===== src/rtl/count_disp_pkg.sv =====
// rtl/count_disp_pkg.sv - shared types and segment constants for the count display driver
package count_disp_pkg;

    typedef enum logic [1:0] {
        S_UNITS = 2'd0,
        S_GAP0  = 2'd1,
        S_TENS  = 2'd2,
        S_GAP1  = 2'd3
    } disp_state_t;

    // Active-low {g,f,e,d,c,b,a}
    localparam logic [6:0] SEG_DIGIT [0:9] = '{
        7'h40, 7'h79, 7'h24, 7'h30, 7'h19,
        7'h12, 7'h02, 7'h78, 7'h00, 7'h10
    };
    localparam logic [6:0] SEG_OFF = 7'h7F;

    localparam logic [1:0] AN_UNITS = 2'b10;
    localparam logic [1:0] AN_TENS  = 2'b01;
    localparam logic [1:0] AN_OFF   = 2'b11;

endpackage


===== src/rtl/seg7_decode.sv =====
// rtl/seg7_decode.sv - 4-bit digit to active-low 7-segment pattern, non-decimal inputs dark
module seg7_decode
    import count_disp_pkg::*;
(
    input  logic [3:0] digit,
    output logic [6:0] seg
);

    always_comb begin
        seg = SEG_OFF;
        if (digit <= 4'd9) begin
            seg = SEG_DIGIT[digit];
        end
    end

endmodule


===== src/rtl/count_seg_display.sv =====
// rtl/count_seg_display.sv - glitch-filtered two-digit multiplexed 7-segment driver
module count_seg_display
    import count_disp_pkg::*;
#(
    parameter int REFRESH_DIV = 50000,
    parameter int BLANK_CYC   = 8,
    parameter bit LZ_BLANK    = 1'b1
) (
    input  logic       clk,
    input  logic       reset,
    input  logic [3:0] count,
    output logic [6:0] seg,
    output logic [1:0] an,
    output logic [3:0] disp_value
);

    localparam int MAX_DWELL = (REFRESH_DIV > BLANK_CYC) ? REFRESH_DIV : BLANK_CYC;
    localparam int RW        = (MAX_DWELL > 2) ? $clog2(MAX_DWELL) : 1;
    localparam logic [RW-1:0] DIGIT_LAST = RW'(REFRESH_DIV - 1);
    localparam logic [RW-1:0] GAP_LAST   = RW'(BLANK_CYC - 1);

    disp_state_t   state;
    logic [RW-1:0] rdiv;
    logic [3:0]    cq1;
    logic [3:0]    cq2;
    logic          tens;
    logic [3:0]    units;
    logic [3:0]    dec_in;
    logic [6:0]    dec_seg;
    logic          rdiv_done;

    always_comb begin
        tens  = (disp_value >= 4'd10);
        units = tens ? (disp_value - 4'd10) : disp_value;
    end

    // The only state that loads a tens pattern next is S_GAP0; all others load units.
    always_comb begin
        dec_in = (state == S_GAP0) ? {3'b000, tens} : units;
    end

    seg7_decode u_decode (
        .digit (dec_in),
        .seg   (dec_seg)
    );

    always_comb begin
        if (state == S_UNITS || state == S_TENS) begin
            rdiv_done = (rdiv == DIGIT_LAST);
        end else begin
            rdiv_done = (rdiv == GAP_LAST);
        end
    end

    always_ff @(posedge clk) begin
        if (reset) begin
            cq1        <= 4'd0;
            cq2        <= 4'd0;
            disp_value <= 4'd0;
            state      <= S_GAP1;
            rdiv       <= '0;
            an         <= AN_OFF;
            seg        <= SEG_OFF;
        end else begin
            cq1 <= count;
            cq2 <= cq1;
            if (cq1 == cq2) begin
                disp_value <= cq2;
            end

            // Outputs load only on state entry, so a digit is frozen for its whole dwell.
            if (rdiv_done) begin
                rdiv <= '0;
                case (state)
                    S_UNITS: begin
                        state <= S_GAP0;
                        an    <= AN_OFF;
                        seg   <= SEG_OFF;
                    end
                    S_GAP0: begin
                        state <= S_TENS;
                        if (LZ_BLANK && !tens) begin
                            an  <= AN_OFF;
                            seg <= SEG_OFF;
                        end else begin
                            an  <= AN_TENS;
                            seg <= dec_seg;
                        end
                    end
                    S_TENS: begin
                        state <= S_GAP1;
                        an    <= AN_OFF;
                        seg   <= SEG_OFF;
                    end
                    default: begin
                        state <= S_UNITS;
                        an    <= AN_UNITS;
                        seg   <= dec_seg;
                    end
                endcase
            end else begin
                rdiv <= rdiv + 1'b1;
            end
        end
    end

endmodule


===== config.mk =====
export PLATFORM = sky130hd
export DESIGN_NAME = count_seg_display
export DESIGN_NICKNAME = d
export VERILOG_FILES = /design/src/rtl/count_disp_pkg.sv /design/src/rtl/seg7_decode.sv /design/src/rtl/count_seg_display.sv
export SDC_FILE = /design/constraint.sdc
export NUM_CORES = 1
export LEC_CHECK = 0
export ABC_AREA = 1
export CAP_MARGIN = 20
export CORE_ASPECT_RATIO = 0.8
export CORE_UTILIZATION = 55
export DETAILED_ROUTE_END_ITERATION = 10
export GPL_TIMING_DRIVEN = 0
export MAX_ROUTING_LAYER = met4
export PLACE_DENSITY = 0.85
export SETUP_SLACK_MARGIN = 0.5
export SLEW_MARGIN = 15
export SYNTH_ARGS = -nofsm -noshare
export SYNTH_HDL_FRONTEND = slang
export SYNTH_HIERARCHICAL = 1
export SYNTH_SLANG_ARGS = --single-unit
export TNS_END_PERCENT = 10

===== constraint.sdc =====
create_clock -name clk -period 4.05 [get_ports clk]
set_input_delay 1.0125 -clock clk [delete_from_list [all_inputs] [get_ports clk]]
set_output_delay 1.0125 -clock clk [all_outputs]
set_load 0.005 [all_outputs]

Yosys cells after proc, flatten, opt, wreduce, memory -nomap -nowiden
Memories as Yosys holds them, arrays and structs flattened.
Cells that the tools add are included.

operators by class
  $add $sub $neg = 2
  magnitude comparators = 3
  eq/ne operators = 5
  multiplexer cells = 11
  bitwise logic cells = 1
  reduce and logical (&&, ||, !) cells = 4

operators with widths
  cell                                                                    number
  7-bit 2-to-1 mux                                                        4
  16-bit by 1-bit adder with 16-bit output, second input constant         1
  16-bit equality test, second input constant                             1
  16-bit by 3-bit equality test with 1-bit output, second input constant  1
  7-bit case mux with 2 select lines                                      1
  4-bit 2-to-1 mux                                                        2
  2-bit case mux with 3 select lines                                      1
  5-bit greater-or-equal comparator, second input constant                1
  4-bit NOT with 5-bit output                                             1
  4-bit equality test                                                     1
  4-bit greater-or-equal comparator, second input constant                1
  4-bit less-or-equal comparator, second input constant                   1
  2-bit case mux with 2 select lines                                      1
  2-bit OR reduction                                                      2
  4-bit subtractor, second input constant                                 1
  2-bit by 1-bit equality test with 1-bit output, second input constant   1
  2-bit equality test, second input constant                              1
  2-bit logical NOT                                                       1
  2-bit 2-to-1 mux                                                        1
  1-bit logical OR                                                        1
  1-bit 2-to-1 mux                                                        1

word-level totals
  bits in registers = 39
  memory bits (read-only) = 112
  input port bits = 6
  output and inout bits = 13
  memories kept = 1

memory list
  name              depth  bits a word  rd ports  clocked after memory_dff  wr ports  RTL line           source
  (name not given)  16     7            1         0                         0         seg7_decode.sv:12  seg = SEG_DIGIT[digit];

Depth between registers and ports, before layout
Gate-level depths: netlist of run 1.

  depth in word-level cells = 10
  gate-level depth with buffers = 14
  gate-level depth less buffers = 14

Modules after synthesis
Netlist of run 1, hierarchy kept.

modules (own cells, without submodules)
  module             instances  cells an instance  area each (µm²)  seq. area each (µm²)
  count_seg_display  1          288                1966.9           780.7
  seg7_decode        1          31                 196.4            0.0

Worst setup path after synthesis of run 1
Ideal clock, no wire load.

  kind = register -> register
  start = register disp_value[1]
  end = register seg[4]
  arrival time = 1.874 ns
  required time = 3.916 ns
  path slack = 2.042 ns
  cell stages (with the launch flop) = 11
  buffers on the path = 0
  period minus slack after synthesis = 2.008 ns
  path through = dfxtp_1 inv_1 ha_1 a221oi_1 inv_2 o21ai_0 nand3_1 nand2_1 nand2_1 nand2_1 nand3_1

on the way
  cells in the longest elaborated chain, start to end = 10
  elaborated cells between the ends (all ways) = 12

RTL lines
  what                                                                   RTL line                                          source
  start, declared                                                        count_seg_display.sv:14                           output logic [3:0] disp_value
  start signal, assigned                                                 count_seg_display.sv:68                           disp_value <= cq2;
  4-bit subtractor or 4-bit greater-or-equal comparator (tied branches)  count_seg_display.sv:34, count_seg_display.sv:33
  4-bit 2-to-1 mux (*)                                                   count_seg_display.sv:34                           units = tens ? (disp_value - 4'd10) : disp_value;
  4-bit 2-to-1 mux (*)                                                   count_seg_display.sv:39                           dec_in = (state == S_GAP0) ? {3'b000, tens} : units;
  net dec_in[2]                                                          count_seg_display.sv:28                           logic [3:0] dec_in;
  4-bit NOT with 5-bit output (implied by the code)                      seg7_decode.sv:12
  memory read 16 x 7 bit                                                 -
  7-bit 2-to-1 mux (implied by the code) (2 in a row)                    seg7_decode.sv:12
  7-bit 2-to-1 mux (*)                                                   seg7_decode.sv:11                                 if (digit <= 4'd9) begin
  net dec_seg[4]                                                         count_seg_display.sv:29                           logic [6:0] dec_seg;
  7-bit 2-to-1 mux                                                       count_seg_display.sv:82                           if (LZ_BLANK && !tens) begin
  7-bit case mux with 2 select lines (*)                                 count_seg_display.sv:74                           case (state)
  end signal, assigned                                                   count_seg_display.sv:87                           seg <= dec_seg;
  end signal, assigned                                                   count_seg_display.sv:98                           seg <= dec_seg;
  end, declared                                                          count_seg_display.sv:12                           output logic [6:0] seg,

Mark *: on every way through the listed nets, which the timed path passes. The rest lies on a longest branch. The select of a mux whose other input is x is not followed.
A chain may end at the register's enable or synchronous reset.

Final worst setup path of run 1
  start = register disp_value[1]
  end = register seg[3]

Same word-level chain as after synthesis.

==> reports/metrics.yaml, run 1 <==
route:
  drt_iter0_drc: 134
  routed_wl_um: 4174
  vias: 1989
  wl_met3_um: 193
  antenna_left: 0
  drc: 0
  met1_length_um: 2105
  dr.pass1.iters: 5
  wl_met2_um: 1803
  vias_per_cell: 5.023
  top_layer_used: "met4"
  post_drt_wl_per_cell_um: 10.54
sta:
  hold_viol_final: 0
  setup_viol: 0
  fmax_mhz: 443.0
  fin_skew_ns: 0.007759
  worst_pin_slew_ns: 0.7395
  final_max_slew_viol_count: 0
  slew_headroom_pct: 50.70
  finalCriticalPeriod_ns: 2.257
  finalCritPeriodShare_pct: 55.74
  rsz0062_at_grt: "no"
  tns_ns: 0
pwr:
  powerDensity_nw_per_um2: 342.9
  p_leak_nw: 1.218
  peakVddDrop_uv: 275.6
synth:
  ys_seq_area_share_pct: 36.09
  ys.warnings.count: 6
  ys_seq_elements: 39
  synth.area.top_cells: "dfxtp_1 36%, nand2_1 13%, nor2_1 11%"
  synthesis.area_um2: 2163
  synth_top_area_share_pct: 36.09
  avgSynthCellArea_um2: 6.782
  netlist-cell-type-count: 27
  syn_inst: 319
  syn_nets: 336
  synth_area_leader_cell: "dfxtp_1"
worst_setup_path:
  critPathCaptureType: "flip-flop"
  cp_cell_sequence: "inv_1 > ha_1 > a221oi_1 > inv_2 > nand2_2 > nand3_4 > o21ai_0 > nand2_1 > nand2_1 > nand2_1 > nand3_1"
  crit_top_cell: "nand2_1"
  worst_setup_path_start_kind: "flip-flop"
  crit_slowest_cell: "a221oi_1"
  crit_arrival_ns: 2.50
  cp_top_family: "compound AO/OA/AOI/OAI gates"
  cpPeakStageDelay_ns: 0.67
  crit_type: "reg -> reg"
  crit_buf_inv: 2
  required_ns: 4.29
  path_max_fanout: 7
clocking:
  tritoncts: "done"
  post_cts_buffers: 0
  cts_resized: 0
  clockRootBuffer: "clkbuf_8"
  clkSinkCount: 39
  cts-hold-fix-buffers: 0
  cts.reportedPaths.clkPinSlew_ns: 0.08
  clk_latency_ns: 0.30
  h-tree-depth: 2
  cts_buffers: 5
  cts_max_path_buffers: 2
final_layout:
  multi_input_area_um2: 1174
  syn_to_final_growth_pct: 16.31
  final_nets: 360
  drive_gt1_share_pct: 7.849
  diodes: 0
  postLayoutCoreUtil_pct: 70.09
  fillCellCount: 298
  finalInstanceArea_um2: 2516
  stdcell_count: 396
  regArea_um2: 780.7
placed_design:
  routabilityCongestion: 0.9338
  place_hpwl_um: 3061
  placedCellCount: 388
  postPlaceCellArea_um2: 2399
  port_buffers: 17
global_routing:
  grt_pass1_vias: 1803
  antenna_found_initial: 0
  grt_remaining_overflow: 0
  grt_max_degree: 13
  track_usage_pct: 23.77
  grt_pass1_wl_um: 7521
floorplan:
  die_w_um: 72.12
  die_h_um: 58.10
  coreArea_um2: 3590
  pin_count: 19
  row_count: 19
  start_util_pct: 60.26
  die_area_um2: 4190
hold_path:
  min_path_type: "reg -> reg"
run_status:
  status: "completed"
run:
  cap_violations: 0
[final cells by class]
cell class,count,share of cell area (%)
well taps,52,2.586
repair buffers,17,6.763
inverters,46,6.862
clock buffers,6,3.282
clock inverters,2,1.392
multi-input cells,229,46.64
flip-flops and latches,39,31.03
plain buffers,5,1.442
[cell usage in the layout, fill, tap and decap left out, types with 6 or more instances in the layout]
master | netlist | final
clkdlybuf4s50_1 | 0 | 17
inv_1 | 42 | 42
nand2_1 | 74 | 74
dfxtp_1 | 39 | 39
nand3_1 | 28 | 28
xor2_1 | 11 | 11
ha_1 | 11 | 11
clkbuf_8 | 0 | 6
nand4_1 | 6 | 6
a21oi_1 | 6 | 6
o21ai_0 | 10 | 10
nor2_1 | 61 | 61
[through the flow]
step / setup WS [ns] / hold WS (ns) / power [mW]
after floorplan: 2.042 / 0.4147 / 0.4996
after global placement: 1.852 / 0.4225 / 0.5270
after detailed placement: 1.836 / 0.4276 / 0.5300
after CTS: 1.793 / 0.4371 / 0.8694
after global routing: 1.491 / 0.4605 / 0.8988
final: 1.793 / 0.4338 / 0.8627
[metal layers]
layer	global-route usage, %	up-vias
met1	29.58	890
met3	5.043	9
met5	-	-
li1	-	1039
met4	9.244	0
met2	37.92	51
[sequential cells by signal, indices dropped and copies added (netlist names)]
| signal | flops |
|---|---|
| rdiv | 16 |
| seg | 7 |
| cq1 | 4 |
| cq2 | 4 |
| disp_value | 4 |
| an | 2 |
| state | 2 |
[worst min-delay path, cell delays in order (launching register included)]
cell	delay, ns
dfxtp_1	0.32
inv_1	0.05
nor2_1	0.03
[report_power, final]
| group | leakage (nW) | internal (mW) | switching [mW] |
|---|---|---|---|
| clock | 0.0612 | 0.199 | 0.142 |
| combinational | 0.839 | 0.0512 | 0.0656 |
| sequential | 0.318 | 0.395 | 0.00994 |
| total | 1.22 | 0.645 | 0.217 |
[Yosys cell counts, drive strengths merged]
library cell,instances
nand2,79
nor2,64
inv,45
dfxtp,39
nand3,31
ha,11
o21ai,11
xor2,11
a21oi,6
nand4,6
buf,4
nor3,4
nand3b,2
xnor2,2
a221oi,1
clkbuf,1
clkinv,1
o21a,1
[worst paths after layout]
check	start	end	slack, ns	depth (start not counted)
worst max-delay path	disp_value[1]	seg[3]	1.79	11
worst min-delay path	cq1[2]	cq2[2]	0.43	2
worst max register to register	disp_value[1]	seg[3]	1.79	11
worst min register to register	cq1[2]	cq2[2]	0.43	2
[logic make-up (layout without fill, tap and decap cells)]
logic type	after synthesis	after routing	synth area share (%)
AOI/OAI and AO/OA	19	19	4.859
xor gates and xnor gates	13	13	5.263
adders and majority gates	11	11	6.362
buffers and inverters	51	76	9.658
DFF	39	39	36.09
and+or+nand+nor	186	186	37.77
(Power assumes the default switching activity.)
==> run 2: changes to the inputs <==
--- a/config.mk
+++ b/config.mk
@@ -8,11 +8,11 @@
 export ABC_AREA = 1
 export CAP_MARGIN = 20
 export CORE_ASPECT_RATIO = 0.8
-export CORE_UTILIZATION = 55
+export CORE_UTILIZATION = 52
 export DETAILED_ROUTE_END_ITERATION = 10
 export GPL_TIMING_DRIVEN = 0
 export MAX_ROUTING_LAYER = met4
-export PLACE_DENSITY = 0.85
+export PLACE_DENSITY = 0.84
 export SETUP_SLACK_MARGIN = 0.5
 export SLEW_MARGIN = 15
 export SYNTH_ARGS = -nofsm -noshare
==> constraint.sdc (replaced) <==
create_clock -name clk -period 1.85 [get_ports clk]
set_input_delay 0.4625 -clock clk [delete_from_list [all_inputs] [get_ports clk]]
set_output_delay 0.4625 -clock clk [all_outputs]
set_load 0.005 [all_outputs]
==> run 2 against run 1 <==
  * Routed wire length up 14%
  * Largest cell class unchanged
  * Combinational power grew to 2.9 times the previous value
  * Largest power group unchanged
  * Flip-flop and latch count unchanged
  * Via count up 5.1%
  * Critical path depth unchanged
  * Sequential share of layout area fell by 2.5 points
  * Die area grew 5.6%
  * Fmax up 28%
  * Cell area grew 13%
  * Count of clock-buffer cells in the layout did not move
  * Hold slack lost 0.0028 ns
  * Critical path type unchanged
  * Clock skew shrank 0.0018 ns
==> reports/metrics.yaml, run 2 (synthesis gave the netlist of run 1 again) <==
worst_setup_path:
  crit_arrival_ns: 2.00
  cpPeakStageDelay_ns: 0.38
  r2r_slack_ns: 0.08
  crit_buf_inv: 2
  worst_setup_path_start_kind: "flip-flop"
  critPathCaptureType: "flip-flop"
  rr_startpoint: "disp_value[2]"
  timing.rr.end: "seg[1]"
  crit_top_cell: "nand2_1"
  required_ns: 2.08
  crit_type: "reg -> reg"
  cp_cell_sequence: "inv_4 > ha_4 > a221oi_4 > inv_2 > nand2_2 > nand3_4 > nand2_1 > nand2_1 > nand2_1 > nand2_1 > nand3_1"
  crit_cells: 11
  crit_slowest_cell: "dfxtp_4"
  cp_top_family: "simple AND/OR/NAND/NOR gates"
  ff2ff_path_depth: 11
  path_max_fanout: 7
clocking:
  tritoncts: "done"
  cts.reportedPaths.clkPinSlew_ns: 0.08
  clk_latency_ns: 0.29
  cts-hold-fix-buffers: 0
  clockRootBuffer: "clkbuf_8"
  cts_max_path_buffers: 2
  clkSinkCount: 39
  cts_buffers: 5
  h-tree-depth: 2
final_layout:
  largest_reg_flops: 16
  final_cell_mix: "68 x nand2_1, 52 x nor2_1, 33 x inv_1"
  syn_to_final_growth_pct: 31.52
  postLayoutCoreUtil_pct: 73.35
  final_nets: 366
  diodes: 0
  finalInstanceArea_um2: 2845
  regMostFlops: "rdiv"
  final_common_cell: "nand2_1"
  drive_gt1_share_pct: 25.43
  largestRegisters: "rdiv x16, seg x7"
sta:
  fin_skew_ns: 0.005922
  hold_viol_final: 0
  finalCriticalPeriod_ns: 1.765
  fmax_mhz: 566.4
  worst_pin_slew_ns: 0.4286
  finalCritPeriodShare_pct: 95.43
  slew_headroom_pct: 71.43
  setup_viol: 0
  final_max_slew_viol_count: 0
  rsz0062_at_grt: "yes"
  timing.hold.ws_ns: 0.4310
  tns_ns: 0
route:
  drc: 0
  vias: 2091
  dr.pass1.iters: 4
  routed_wl_um: 4774
  post_drt_wl_per_cell_um: 11.79
  vias_per_cell: 5.163
  antenna_left: 0
  drt_iter0_drc: 125
global_routing:
  antenna_found_initial: 0
  track_usage_pct: 23.08
  grt_remaining_overflow: 0
  grt_pass1_wl_um: 7514
  grt_pass1_vias: 1718
  grt_max_degree: 13
run_status:
  status: "completed"
floorplan:
  start_util_pct: 55.77
  die_area_um2: 4424
  die_w_um: 74.12
  pin_count: 19
  coreArea_um2: 3879
  row_count: 20
  die_h_um: 59.69
pwr:
  p_int_mw: 1.565
  p_sw_share_pct: 24.62
  p_clk_share_pct: 40.5
  peakVddDrop_uv: 692.3
  p_seq_share_pct: 43.2
  netSwitchingPower_uw: 511.1
  p_leak_nw: 1.329
  powerDensity_nw_per_um2: 729.7
  comb_power_share_pct: 16.4
placed_design:
  postPlaceCellArea_um2: 2472
  port_buffers: 17
  place_hpwl_um: 3222
  routabilityCongestion: 0.8962
run:
  cap_violations: 0
hold_path:
  hp-start: "reset"
  min_to: "cq1[1]"
  hold_path_depth: 2
  min_path_type: "in -> reg"
[run 2: worst max-delay path by stage]
stage | startpoint | endpoint | slack [ns]
after floorplan | state[1] | seg[3] | 0.19
after global placement | state[1] | seg[3] | 0.07
after detailed placement | state[1] | seg[0] | 0.05
after CTS | disp_value[2] | seg[0] | 0.13
after global routing | disp_value[2] | seg[4] | -0.10
final | disp_value[2] | seg[1] | 0.08
[run 2: layout make-up]
cell class	count	area (µm²)
multi-input cells	229	1365
fillers	285	1033
flip-flops and latches	39	810.8
repair buffers	23	237.7
inverters	46	183.9
clock buffers	6	72.57
well taps	55	68.82
clock inverters	2	60.06
plain buffers	5	46.29
[run 2: per-layer routing]
layer | wire, µm | global-route usage (%) | share of wire [%]
met5 | 0 | - | 0
met1 | 2121 | 30.99 | 44
met2 | 2178 | 34.42 | 46
met3 | 353 | 4.722 | 7.4
met4 | 121 | 8.242 | 2.5
[run 2: power groups by stage]
stage | registers, mW | clock network, mW | logic [mW]
floorplan | 0.906 | 0 | 0.217
global placement | 0.909 | 0 | 0.277
detailed placement | 0.911 | 0 | 0.285
CTS | 0.893 | 0.848 | 0.314
global route | 0.902 | 0.880 | 0.383
finish | 0.897 | 0.840 | 0.339
[run 2: worst register-to-register path: stages (launching register included)]
cell and delay, ns:
dfxtp_4 0.38, inv_4 0.04, ha_4 0.24, a221oi_4 0.37, inv_2 0.12, nand2_2 0.11, nand3_4 0.11, nand2_1 0.08
nand2_1 0.05, nand2_1 0.07, nand2_1 0.05, nand3_1 0.08
[run 2: timing repair]
item	in CTS	in global routing
setup endpoints to repair	40	40
pin swaps	3	9
resized for setup	10	57
setup buffers	5	1
endpoints found under the hold margin	0	0
[run 2: per-stage QoR]
step	setup WS, ns	total power, mW	std cells
detailed placement	0.05049	1.196	391
floorplan	0.1949	1.124	319
CTS	0.1297	2.055	404
global route	-0.1027	2.164	405
global placement	0.07349	1.186	391
finish	0.08460	2.076	405
